<file path="src/rtl/rf_hazard_controller_pkg.sv">
// Shared definitions for the register-file hazard controller: forwarding
// select codes, the PC register specifier, the shadow tag record, and the
// forwarding priority function used by all three read ports.
package rf_hazard_controller_pkg;

  localparam int unsigned REG_BITS = 4;

  localparam logic [1:0] FWD_RF  = 2'b00;
  localparam logic [1:0] FWD_EX  = 2'b01;
  localparam logic [1:0] FWD_MEM = 2'b10;
  localparam logic [1:0] FWD_WB  = 2'b11;

  localparam logic [REG_BITS-1:0] REG_PC = 4'd15;

  typedef struct packed {
    logic                valid;
    logic [REG_BITS-1:0] rd;
    logic                is_load;
  } tag_t;

  localparam tag_t TAG_NONE = '{valid: 1'b0, rd: '0, is_load: 1'b0};

  // Index 0 is EX (youngest), 1 is MEM, 2 is WB; the youngest match wins.
  // PC reads and unused ports always come from the register file.
  function automatic logic [1:0] fwd_sel(logic [2:0]               stage_valid,
                                         logic [2:0][REG_BITS-1:0] stage_rd,
                                         logic [REG_BITS-1:0]      src,
                                         logic                     use_port);
    logic [1:0] sel;
    sel = FWD_RF;
    if (use_port && (src != REG_PC)) begin
      if (stage_valid[0] && (stage_rd[0] == src)) begin
        sel = FWD_EX;
      end else if (stage_valid[1] && (stage_rd[1] == src)) begin
        sel = FWD_MEM;
      end else if (stage_valid[2] && (stage_rd[2] == src)) begin
        sel = FWD_WB;
      end
    end
    return sel;
  endfunction

endpackage

</file>
<file path="src/rtl/rf_hazard_controller_if.sv">
// ID-stage hazard bus: decoded operand/destination info in, forwarding
// selects and pipeline control out. The decoder side is the master.
interface rf_hazard_controller_if #(
  parameter int unsigned NREG_BITS   = 4,
  parameter int unsigned STALL_CNT_W = 16
);

  logic                   ID_VALID;
  logic [NREG_BITS-1:0]   ID_SA;
  logic [NREG_BITS-1:0]   ID_SB;
  logic [NREG_BITS-1:0]   ID_SD;
  logic                   ID_USE_A;
  logic                   ID_USE_B;
  logic                   ID_USE_D;
  logic [NREG_BITS-1:0]   ID_C;
  logic                   ID_RFLD;
  logic                   ID_IS_LOAD;
  logic                   BRANCH_TAKEN;
  logic [1:0]             FWD_A;
  logic [1:0]             FWD_B;
  logic [1:0]             FWD_D;
  logic                   HZPCLD;
  logic                   IFID_LD;
  logic                   ID_BUBBLE;
  logic [STALL_CNT_W-1:0] STALL_CNT;

  modport master (
    output ID_VALID, ID_SA, ID_SB, ID_SD, ID_USE_A, ID_USE_B, ID_USE_D,
    output ID_C, ID_RFLD, ID_IS_LOAD, BRANCH_TAKEN,
    input  FWD_A, FWD_B, FWD_D, HZPCLD, IFID_LD, ID_BUBBLE, STALL_CNT
  );

  modport slave (
    input  ID_VALID, ID_SA, ID_SB, ID_SD, ID_USE_A, ID_USE_B, ID_USE_D,
    input  ID_C, ID_RFLD, ID_IS_LOAD, BRANCH_TAKEN,
    output FWD_A, FWD_B, FWD_D, HZPCLD, IFID_LD, ID_BUBBLE, STALL_CNT
  );

endinterface

</file>
<file path="src/rtl/rf_hazard_controller_hz_tag_stage.sv">
// One stage of the shadow destination-tag pipeline. A bubble loads an
// invalid tag in place of the incoming one.
module hz_tag_stage
  import rf_hazard_controller_pkg::*;
(
  input  logic CLK,
  input  logic RST,
  input  logic bubble,
  input  tag_t tag_in,
  output tag_t tag_out
);

  tag_t tag_q;

  // Tag register: reset and bubble both leave the stage empty.
  always_ff @(posedge CLK) begin
    if (RST) begin
      tag_q <= TAG_NONE;
    end else if (bubble) begin
      tag_q <= TAG_NONE;
    end else begin
      tag_q <= tag_in;
    end
  end

  assign tag_out = tag_q;

endmodule

</file>
<file path="src/rtl/rf_hazard_controller.sv">
// ID-stage hazard controller: tracks in-flight destinations (EX/MEM/WB),
// selects operand forwarding for ports A/B/D, stalls on load-use and
// squashes the ID instruction on a taken branch.
module rf_hazard_controller
  import rf_hazard_controller_pkg::*;
#(
  parameter int unsigned NREG_BITS   = 4,
  parameter int unsigned STALL_CNT_W = 16
) (
  input logic                  CLK,
  input logic                  RST,
  rf_hazard_controller_if.slave hz
);

  logic [NREG_BITS-1:0]     src_a, src_b, src_d, dst_c;
  tag_t                     id_tag, ex_tag, mem_tag, wb_tag;
  logic [2:0]               stage_valid;
  logic [2:0][REG_BITS-1:0] stage_rd;
  logic [1:0]               sel_a, sel_b, sel_d;
  logic                     load_use;
  logic                     pc_ld, ifid_ld, bubble;
  logic [STALL_CNT_W-1:0]   stall_cnt_q, stall_cnt_d;

  assign src_a = hz.ID_SA;
  assign src_b = hz.ID_SB;
  assign src_d = hz.ID_SD;
  assign dst_c = hz.ID_C;

  // ID destination tag; PC writes go through the PC path and are never tracked.
  always_comb begin
    id_tag         = TAG_NONE;
    id_tag.valid   = hz.ID_VALID && hz.ID_RFLD && (dst_c != REG_PC);
    id_tag.rd      = dst_c;
    id_tag.is_load = id_tag.valid && hz.ID_IS_LOAD;
  end

  hz_tag_stage u_ex (
    .CLK     (CLK),
    .RST     (RST),
    .bubble  (bubble),
    .tag_in  (id_tag),
    .tag_out (ex_tag)
  );

  hz_tag_stage u_mem (
    .CLK     (CLK),
    .RST     (RST),
    .bubble  (1'b0),
    .tag_in  (ex_tag),
    .tag_out (mem_tag)
  );

  hz_tag_stage u_wb (
    .CLK     (CLK),
    .RST     (RST),
    .bubble  (1'b0),
    .tag_in  (mem_tag),
    .tag_out (wb_tag)
  );

  // WB is the last tracked stage, so its load flag has no consumer.
  logic unused_wb_load;
  assign unused_wb_load = wb_tag.is_load;

  assign stage_valid = {wb_tag.valid, mem_tag.valid, ex_tag.valid};
  assign stage_rd    = {wb_tag.rd, mem_tag.rd, ex_tag.rd};

  // Per-port forwarding selects, youngest producer first.
  always_comb begin
    sel_a = fwd_sel(stage_valid, stage_rd, src_a, hz.ID_USE_A);
    sel_b = fwd_sel(stage_valid, stage_rd, src_b, hz.ID_USE_B);
    sel_d = fwd_sel(stage_valid, stage_rd, src_d, hz.ID_USE_D);
  end

  // A load in EX cannot forward yet; any port wanting it forces a stall.
  assign load_use = hz.ID_VALID && ex_tag.is_load &&
                    ((sel_a == FWD_EX) || (sel_b == FWD_EX) || (sel_d == FWD_EX));

  // Pipeline control: a stall beats a branch so the branch re-resolves with
  // the forwarded operand on the following cycle.
  always_comb begin
    pc_ld   = 1'b1;
    ifid_ld = 1'b1;
    bubble  = 1'b0;
    if (load_use) begin
      pc_ld   = 1'b0;
      ifid_ld = 1'b0;
      bubble  = 1'b1;
    end else if (hz.BRANCH_TAKEN) begin
      bubble  = 1'b1;
    end
  end

  // Saturating stall counter next state.
  always_comb begin
    stall_cnt_d = stall_cnt_q;
    if (load_use && (stall_cnt_q != {STALL_CNT_W{1'b1}})) begin
      stall_cnt_d = stall_cnt_q + {{(STALL_CNT_W-1){1'b0}}, 1'b1};
    end
  end

  // Stall counter register.
  always_ff @(posedge CLK) begin
    if (RST) begin
      stall_cnt_q <= '0;
    end else begin
      stall_cnt_q <= stall_cnt_d;
    end
  end

  assign hz.FWD_A     = sel_a;
  assign hz.FWD_B     = sel_b;
  assign hz.FWD_D     = sel_d;
  assign hz.HZPCLD    = pc_ld;
  assign hz.IFID_LD   = ifid_ld;
  assign hz.ID_BUBBLE = bubble;
  assign hz.STALL_CNT = stall_cnt_q;

endmodule

</file>
<file path="src/flat_wrapper.sv">
// flat-port wrapper written by rule: the top's interface ports become plain ports
module rf_hazard_controller_flat import rf_hazard_controller_pkg::*;
#(
  parameter int unsigned NREG_BITS   = 4,
  parameter int unsigned STALL_CNT_W = 16
)
  (CLK, RST, hz_ID_VALID, hz_ID_SA, hz_ID_SB, hz_ID_SD, hz_ID_USE_A, hz_ID_USE_B, hz_ID_USE_D, hz_ID_C, hz_ID_RFLD, hz_ID_IS_LOAD, hz_BRANCH_TAKEN, hz_FWD_A, hz_FWD_B, hz_FWD_D, hz_HZPCLD, hz_IFID_LD, hz_ID_BUBBLE, hz_STALL_CNT);
  rf_hazard_controller_if #(.NREG_BITS(NREG_BITS), .STALL_CNT_W(STALL_CNT_W)) hz_i ();
  input logic CLK;
  input logic RST;
  input wire logic [$bits(hz_i.ID_VALID)-1:0] hz_ID_VALID;
  input wire logic [$bits(hz_i.ID_SA)-1:0] hz_ID_SA;
  input wire logic [$bits(hz_i.ID_SB)-1:0] hz_ID_SB;
  input wire logic [$bits(hz_i.ID_SD)-1:0] hz_ID_SD;
  input wire logic [$bits(hz_i.ID_USE_A)-1:0] hz_ID_USE_A;
  input wire logic [$bits(hz_i.ID_USE_B)-1:0] hz_ID_USE_B;
  input wire logic [$bits(hz_i.ID_USE_D)-1:0] hz_ID_USE_D;
  input wire logic [$bits(hz_i.ID_C)-1:0] hz_ID_C;
  input wire logic [$bits(hz_i.ID_RFLD)-1:0] hz_ID_RFLD;
  input wire logic [$bits(hz_i.ID_IS_LOAD)-1:0] hz_ID_IS_LOAD;
  input wire logic [$bits(hz_i.BRANCH_TAKEN)-1:0] hz_BRANCH_TAKEN;
  output wire logic [$bits(hz_i.FWD_A)-1:0] hz_FWD_A;
  output wire logic [$bits(hz_i.FWD_B)-1:0] hz_FWD_B;
  output wire logic [$bits(hz_i.FWD_D)-1:0] hz_FWD_D;
  output wire logic [$bits(hz_i.HZPCLD)-1:0] hz_HZPCLD;
  output wire logic [$bits(hz_i.IFID_LD)-1:0] hz_IFID_LD;
  output wire logic [$bits(hz_i.ID_BUBBLE)-1:0] hz_ID_BUBBLE;
  output wire logic [$bits(hz_i.STALL_CNT)-1:0] hz_STALL_CNT;
  assign hz_i.ID_VALID = hz_ID_VALID;
  assign hz_i.ID_SA = hz_ID_SA;
  assign hz_i.ID_SB = hz_ID_SB;
  assign hz_i.ID_SD = hz_ID_SD;
  assign hz_i.ID_USE_A = hz_ID_USE_A;
  assign hz_i.ID_USE_B = hz_ID_USE_B;
  assign hz_i.ID_USE_D = hz_ID_USE_D;
  assign hz_i.ID_C = hz_ID_C;
  assign hz_i.ID_RFLD = hz_ID_RFLD;
  assign hz_i.ID_IS_LOAD = hz_ID_IS_LOAD;
  assign hz_i.BRANCH_TAKEN = hz_BRANCH_TAKEN;
  assign hz_FWD_A = hz_i.FWD_A;
  assign hz_FWD_B = hz_i.FWD_B;
  assign hz_FWD_D = hz_i.FWD_D;
  assign hz_HZPCLD = hz_i.HZPCLD;
  assign hz_IFID_LD = hz_i.IFID_LD;
  assign hz_ID_BUBBLE = hz_i.ID_BUBBLE;
  assign hz_STALL_CNT = hz_i.STALL_CNT;
  rf_hazard_controller #(.NREG_BITS(NREG_BITS), .STALL_CNT_W(STALL_CNT_W)) u_core (.CLK(CLK), .RST(RST), .hz(hz_i));
endmodule
</file>
<file path="config.mk">
export PLATFORM = sky130hd
export DESIGN_NAME = rf_hazard_controller_flat
export DESIGN_NICKNAME = d
export VERILOG_FILES = /design/src/rtl/rf_hazard_controller_pkg.sv /design/src/rtl/rf_hazard_controller_if.sv /design/src/rtl/rf_hazard_controller_hz_tag_stage.sv /design/src/rtl/rf_hazard_controller.sv /design/src/flat_wrapper.sv
export SDC_FILE = /design/constraint.sdc
export NUM_CORES = 1
export LEC_CHECK = 0
export CORE_MARGIN = 3
export CORE_UTILIZATION = 52
export DETAILED_ROUTE_END_ITERATION = 12
export GPL_TIMING_DRIVEN = 0
export PLACE_DENSITY = 0.86
export SLEW_MARGIN = 10
export SYNTH_ARGS = -nofsm -noshare
export SYNTH_HDL_FRONTEND = slang
export SYNTH_SLANG_ARGS = --single-unit
</file>
<file path="constraint.sdc">
create_clock -name CLK -period 5.1 [get_ports CLK]
set_input_delay 0.51 -clock CLK [delete_from_list [all_inputs] [get_ports CLK]]
set_output_delay 0.51 -clock CLK [all_outputs]
set_load 0.005 [all_outputs]
</file>
---- Word-level counts from Yosys, hierarchy flattened ----
Cells that the tools add are included.
operators by class
  add/sub/neg operators ................... 1
  eq/ne operators ......................... 17
  muxes and demuxes ....................... 15
  reduce and logical (&&, ||, !) cells .... 21
operator list
  cell                                           number
  == test 4 bit                                  9
  two-way mux 2 bit                              12
  logical AND 1 bit                              18
  adder 16 x 1 -> 16 bit, second input constant  1
  inequality test 16 bit, second input constant  1
  inequality test 4 bit, second input constant   4
  == test 2 x 1 -> 1 bit, second input constant  3
  two-way mux 1 bit                              3
  logical OR 1 bit                               2
  OR reduction 2 bit                             1
storage, ports and cells
  register bits after elaboration ......... 32

---- Longest topological paths before layout ----
  depth after elaboration ................. 12
  depth in mapped cells ................... 7

---- Cells and area by module ----
Synthesis repeated with hierarchy kept, for this count alone.
unflattened totals
  cells, all modules ...................... 237
  area total of the unflattened synthesis .. 2039.5 µm²
modules (own cells, without submodules)
  module                times used  cells an instance  area an instance (µm²)  sequential area each (µm²)
  rf_hazard_controller  1           201                1544.0                  320.3
  hz_tag_stage          3           12                 165.2                   120.1

---- Worst setup path after synthesis ----
OpenSTA, ideal clock, no wires.
  kind .................................... input port to output port
  from .................................... in hz_ID_SA[3]
  to ...................................... out hz_IFID_LD
  arrival time ............................ 1.699 ns
  data required time ...................... 4.590 ns
  path slack .............................. 2.891 ns
  stages on the path ...................... 5
  path through ............................ a221o_1 > nor4_4 > a221oi_2 > nand2b_1 > buf_4
between the ends
  cells in the longest elaborated chain, start to end .. 11
  elaborated cells on any way between the ends .. 17
ends and longest elaborated chain
  element                           RTL line                        source
  start: declaration                flat_wrapper.sv:12              input wire logic [$bits(hz_i.ID_SA)-1:0] hz_ID_SA;
  == test 4 bit                     rf_hazard_controller_pkg.sv:36  end else if (stage_valid[2] && (stage_rd[2] == src)) begin
  logical AND 1 bit                 rf_hazard_controller_pkg.sv:36
  two-way mux 2 bit                 rf_hazard_controller_pkg.sv:36
  two-way mux 2 bit                 rf_hazard_controller_pkg.sv:34  end else if (stage_valid[1] && (stage_rd[1] == src)) begin
  two-way mux 2 bit                 rf_hazard_controller_pkg.sv:32  if (stage_valid[0] && (stage_rd[0] == src)) begin
  two-way mux 2 bit *               rf_hazard_controller_pkg.sv:31  if (use_port && (src != REG_PC)) begin
  == test 2 x 1 -> 1 bit *          rf_hazard_controller.sv:77      ((sel_a == FWD_EX) || (sel_b == FWD_EX) || (sel_d == FWD_EX));
  logical OR 1 bit * (2 in series)  rf_hazard_controller.sv:77
  logical AND 1 bit *               rf_hazard_controller.sv:76      assign load_use = hz.ID_VALID && ex_tag.is_load &&
  two-way mux 1 bit *               n/a
  end: declaration                  flat_wrapper.sv:26              output wire logic [$bits(hz_i.IFID_LD)-1:0] hz_IFID_LD;
Every way passes the cells marked *; elsewhere a longest branch is shown, timed or not.

---- Worst setup path after layout ----
  from .................................... in hz_ID_SA[0]
  to ...................................... out hz_IFID_LD
between the ends
  cells in the longest elaborated chain, start to end .. 11
  elaborated cells on any way between the ends .. 17
ends and longest elaborated chain
  element                           RTL line                        source
  == test 4 bit                     rf_hazard_controller_pkg.sv:36
  logical AND 1 bit                 rf_hazard_controller_pkg.sv:36
  two-way mux 2 bit                 rf_hazard_controller_pkg.sv:36
  two-way mux 2 bit                 rf_hazard_controller_pkg.sv:34
  two-way mux 2 bit                 rf_hazard_controller_pkg.sv:32
  two-way mux 2 bit *               rf_hazard_controller_pkg.sv:31
  == test 2 x 1 -> 1 bit *          rf_hazard_controller.sv:77
  logical OR 1 bit * (2 in series)  rf_hazard_controller.sv:77
  logical AND 1 bit *               rf_hazard_controller.sv:76
  two-way mux 1 bit *               rf_hazard_controller.sv:85      if (load_use) begin
Marks and branches as above.

==> summary.md <==
| Metric | Value |
|---|---|
| Net Count, Synth | 259 |
| Initial Util | 55.6% |
| MaxCap Viol Count | 0 |
| H-tree depth | 2 |
| Critical Path Start Type | input port |
| PwrDens | 203 nW/um2 |
| RSZ-0062 raised after global routing | false |
| CTS tree | done |
| Final hold violations | 0 |
| Clk root buf | clkbuf_4 |
| Flop pwr share | 50.3% |
| Logic pwr share | 11.9% |
| Mapped Cells | 233 |
| Routability cong. | 0.854 |
| # port buffers | 48 |
| Placeable Area | 3420 um2 |
| Initial DRC count | 141 |
| Hold_sp | u_core.u_mem.tag_out[5] |
| Switching part of the total | 24.4% |
| CP Data Required Time | 4.59 ns |
| Inserted Diodes | 0 |
| Global-route wire length before repair | 8220 um |
| Clk pwr share | 37.7% |
| Synth unique cells | 42 |
| Global Route Usage Sum | 24.0% |
| Sequential element share of the synthesized area | 33.7% |
| Cts hold-fix bufs | 0 |
| Total die area | 4420 um2 |
| Wire length per cell | 14.9 um |
| Crit path kind | input port to output pin |
| Mean number of vias per cell | 5.69 |
| Post_cts resized | 0 |
| Slew Viols, Final | 0 |
| Final setup fails | 0 |
| TritonCTS Buffers | 5 |
| Design Area, Final | 2520 um2 |
| TNS Setup | 0 ns |
| Drt total wl | 4990 um |
| Number of remaining DRC errors | 0 |
| Detail Route Antenna Nets | 0 |
| Top_reg_cell synth | dfxtp_1 |
| Largest net degree at the start of global routing | 12 |
| CTS Buffer Depth | 2 |
| Avg Cell Area, Syn | 8.16 um2 |
| Layout area overhead | 32.5% |
| Final min period | 3.54 ns |
| Die H | 66.5 um |
| Slew @ Worst Pin | 0.705 ns |
| Crit end category | output pin |
| Via count of the first global-routing pass | 1844 |
| Post-synthesis register bit count | 32 |
| Max_slew headroom | 53.0% |
| Detailed Place HPWL | 3760 um |
| Clk Latency, worst-skew pair | 0.34 ns |
| Int Pwr | 0.000387 W |
| Crit-path max FO | 7 |
| DR vias | 1907 |
| Max VDD drop | 169 uV |
| Row count | 21 |
| CP arrival | 3.03 ns |
| Min-Delay Path Class | flop to flop |
| Clock slew at reported path FFs | 0.11 ns |
| Fillers | 269 |
| Synthesized area | 1900 um2 |
| EDFF count, synth | 0 |
| Yosys warnings | 0 |
| Crit. Startpoint | hz_ID_SA[0] |
| Post-CTS Setup Inserts | 0 |
| Top Ports | 50 |
| Initial antenna violation count | 0 |
| Max frequency | 283 MHz |
| Layout cells sized above 1 | 7.27% |
| Async S/R FF share, synth | 0% |
| Reg-to-reg critical path startpoint | u_core.u_ex.tag_out[2] |
| Fin nets | 314 |
| Global route overflow | 0 |
| Outcome | finished, final reports clean |
| Router iterations before antenna repair | 5 |
| Clk_skew | 0.0162 ns |
| CTS sink cnt | 32 |
| Die W | 66.5 um |
| Final worst path period share | 69.4% |
| Net switching power | 0.000125 W |
| Dpl cell area | 2440 um2 |
| Lkg Pwr | 0.908 nW |
[final timing paths]
path                                 end  slack, ns  depth (start not counted)
setup / recovery              hz_IFID_LD       1.56                          8
hold / removal    u_core.u_wb.tag_out[5]       0.50                          2
setup reg to reg  u_core.u_ex.tag_out[0]       2.69                          7
hold reg to reg   u_core.u_wb.tag_out[5]       0.50                          2
[final cells by class]
cell class	count	area, um2	share of cell area, %
inverter	8	30.0	1.19
sequential	32	641	25.4
clock buffer	5	37.5	1.49
tap	46	57.6	2.29
buffer	7	37.5	1.49
multi-input combinational	186	1190	47.3
clock inverter	3	42.5	1.69
timing repair buffer	48	480	19.1
[metrics by stage]
stage | total power (W) | worst slack (ns) | util [%] | cells | hold slack, ns
after global placement | 0.000322 | 1.63 | 71.4 | 327 | 0.483
after CTS | 0.000513 | 1.60 | 73.7 | 335 | 0.507
after global routing | 0.000530 | 1.45 | 73.7 | 335 | 0.539
after detailed placement | 0.000324 | 1.61 | 71.4 | 327 | 0.496
after floorplan | 0.000291 | 2.89 | - | 233 | 0.439
final | 0.000512 | 1.56 | 73.7 | 335 | 0.503
[worst max-delay path, cell delays in order]
cell and delay [ns]:
clkdlybuf4s50_1 0.55, inv_1 0.10, o22ai_1 0.27, nor4_4 0.10, a221oi_2 0.64, nand2b_1 0.24, buf_4 0.12, clkdlybuf4s50_1 0.49
[logic make-up (layout without fill, tap and decap cells)]
kind of cell | after synthesis | in the layout | synth area share, %
muxes | 8 | 8 | 4.67
AOI/OAI and AO/OA | 30 | 30 | 9.94
buffers and inverters | 15 | 71 | 3.55
adders and majority gates | 1 | 1 | 0.658
DFF | 32 | 32 | 33.7
and+or+nand+nor | 120 | 120 | 35.0
xor gates and xnor gates | 27 | 27 | 12.4
[flip-flops by register name (all words and copies together) (netlist names)]
signal and cells:
u_core.hz.STALL_CNT 16, u_core.u_ex.tag_out 6, u_core.u_mem.tag_out 5, u_core.u_wb.tag_out 5
[routing by layer]
layer  track usage, %  up-vias  share of wire, %  routed length [um]
met1             26.6      876                41                2050
met3             4.89       14               6.2                 311
li1                 -      933                 -                   -
met5                0        -                 0                   0
met4             9.90        0               2.2                 112
met2             44.0       84                50                2510
[synthesized netlist by cell type (2+ instances only)]
master	n	area, um2
xor2_1	21	184
a21oi_1	10	50.1
mux2_2	7	78.8
nand2b_1	7	43.8
inv_1	7	26.3
or3_1	8	50.1
nor3_1	13	65.1
nand4_1	9	56.3
nor4_1	5	31.3
nor2_1	19	71.3
and2_1	8	50.1
and4_1	2	17.5
clkbuf_1	4	15.0
nor2b_1	18	113
nand2_1	14	52.6
nand3_1	9	45.0
xnor2_1	6	52.6
o22ai_1	2	12.5
o21ai_0	9	45.0
dfxtp_1	32	641
and3_1	2	12.5
[power by group through the flow]
stage               registers [W]  logic (W)  clock network (W)
finish                   0.000258  0.0000612           0.000193
global route             0.000258  0.0000669           0.000204
CTS                      0.000258  0.0000610           0.000195
detailed placement       0.000263  0.0000603                  0
global placement         0.000263  0.0000587                  0
floorplan                0.000262  0.0000296                  0
[layout by cell type (no fill, tap or decap), types with 2 or more instances in the layout]
cell | synthesis | layout
clkdlybuf4s50_1 | 0 | 48
dfxtp_1 | 32 | 32
xor2_1 | 21 | 21
nor2_1 | 19 | 19
nor2b_1 | 18 | 18
nand2_1 | 14 | 14
nor3_1 | 13 | 13
a21oi_1 | 10 | 10
nand4_1 | 9 | 9
o21ai_0 | 9 | 9
nand3_1 | 9 | 9
and2_1 | 8 | 8
or3_1 | 8 | 8
inv_1 | 7 | 7
nand2b_1 | 7 | 7
mux2_2 | 7 | 7
xnor2_1 | 6 | 6
nor4_1 | 5 | 5
clkbuf_4 | 0 | 5
clkbuf_1 | 4 | 4
o22ai_1 | 2 | 2
and4_1 | 2 | 2
and3_1 | 2 | 2
No activity file was read; power rests on OpenSTA's default activity.
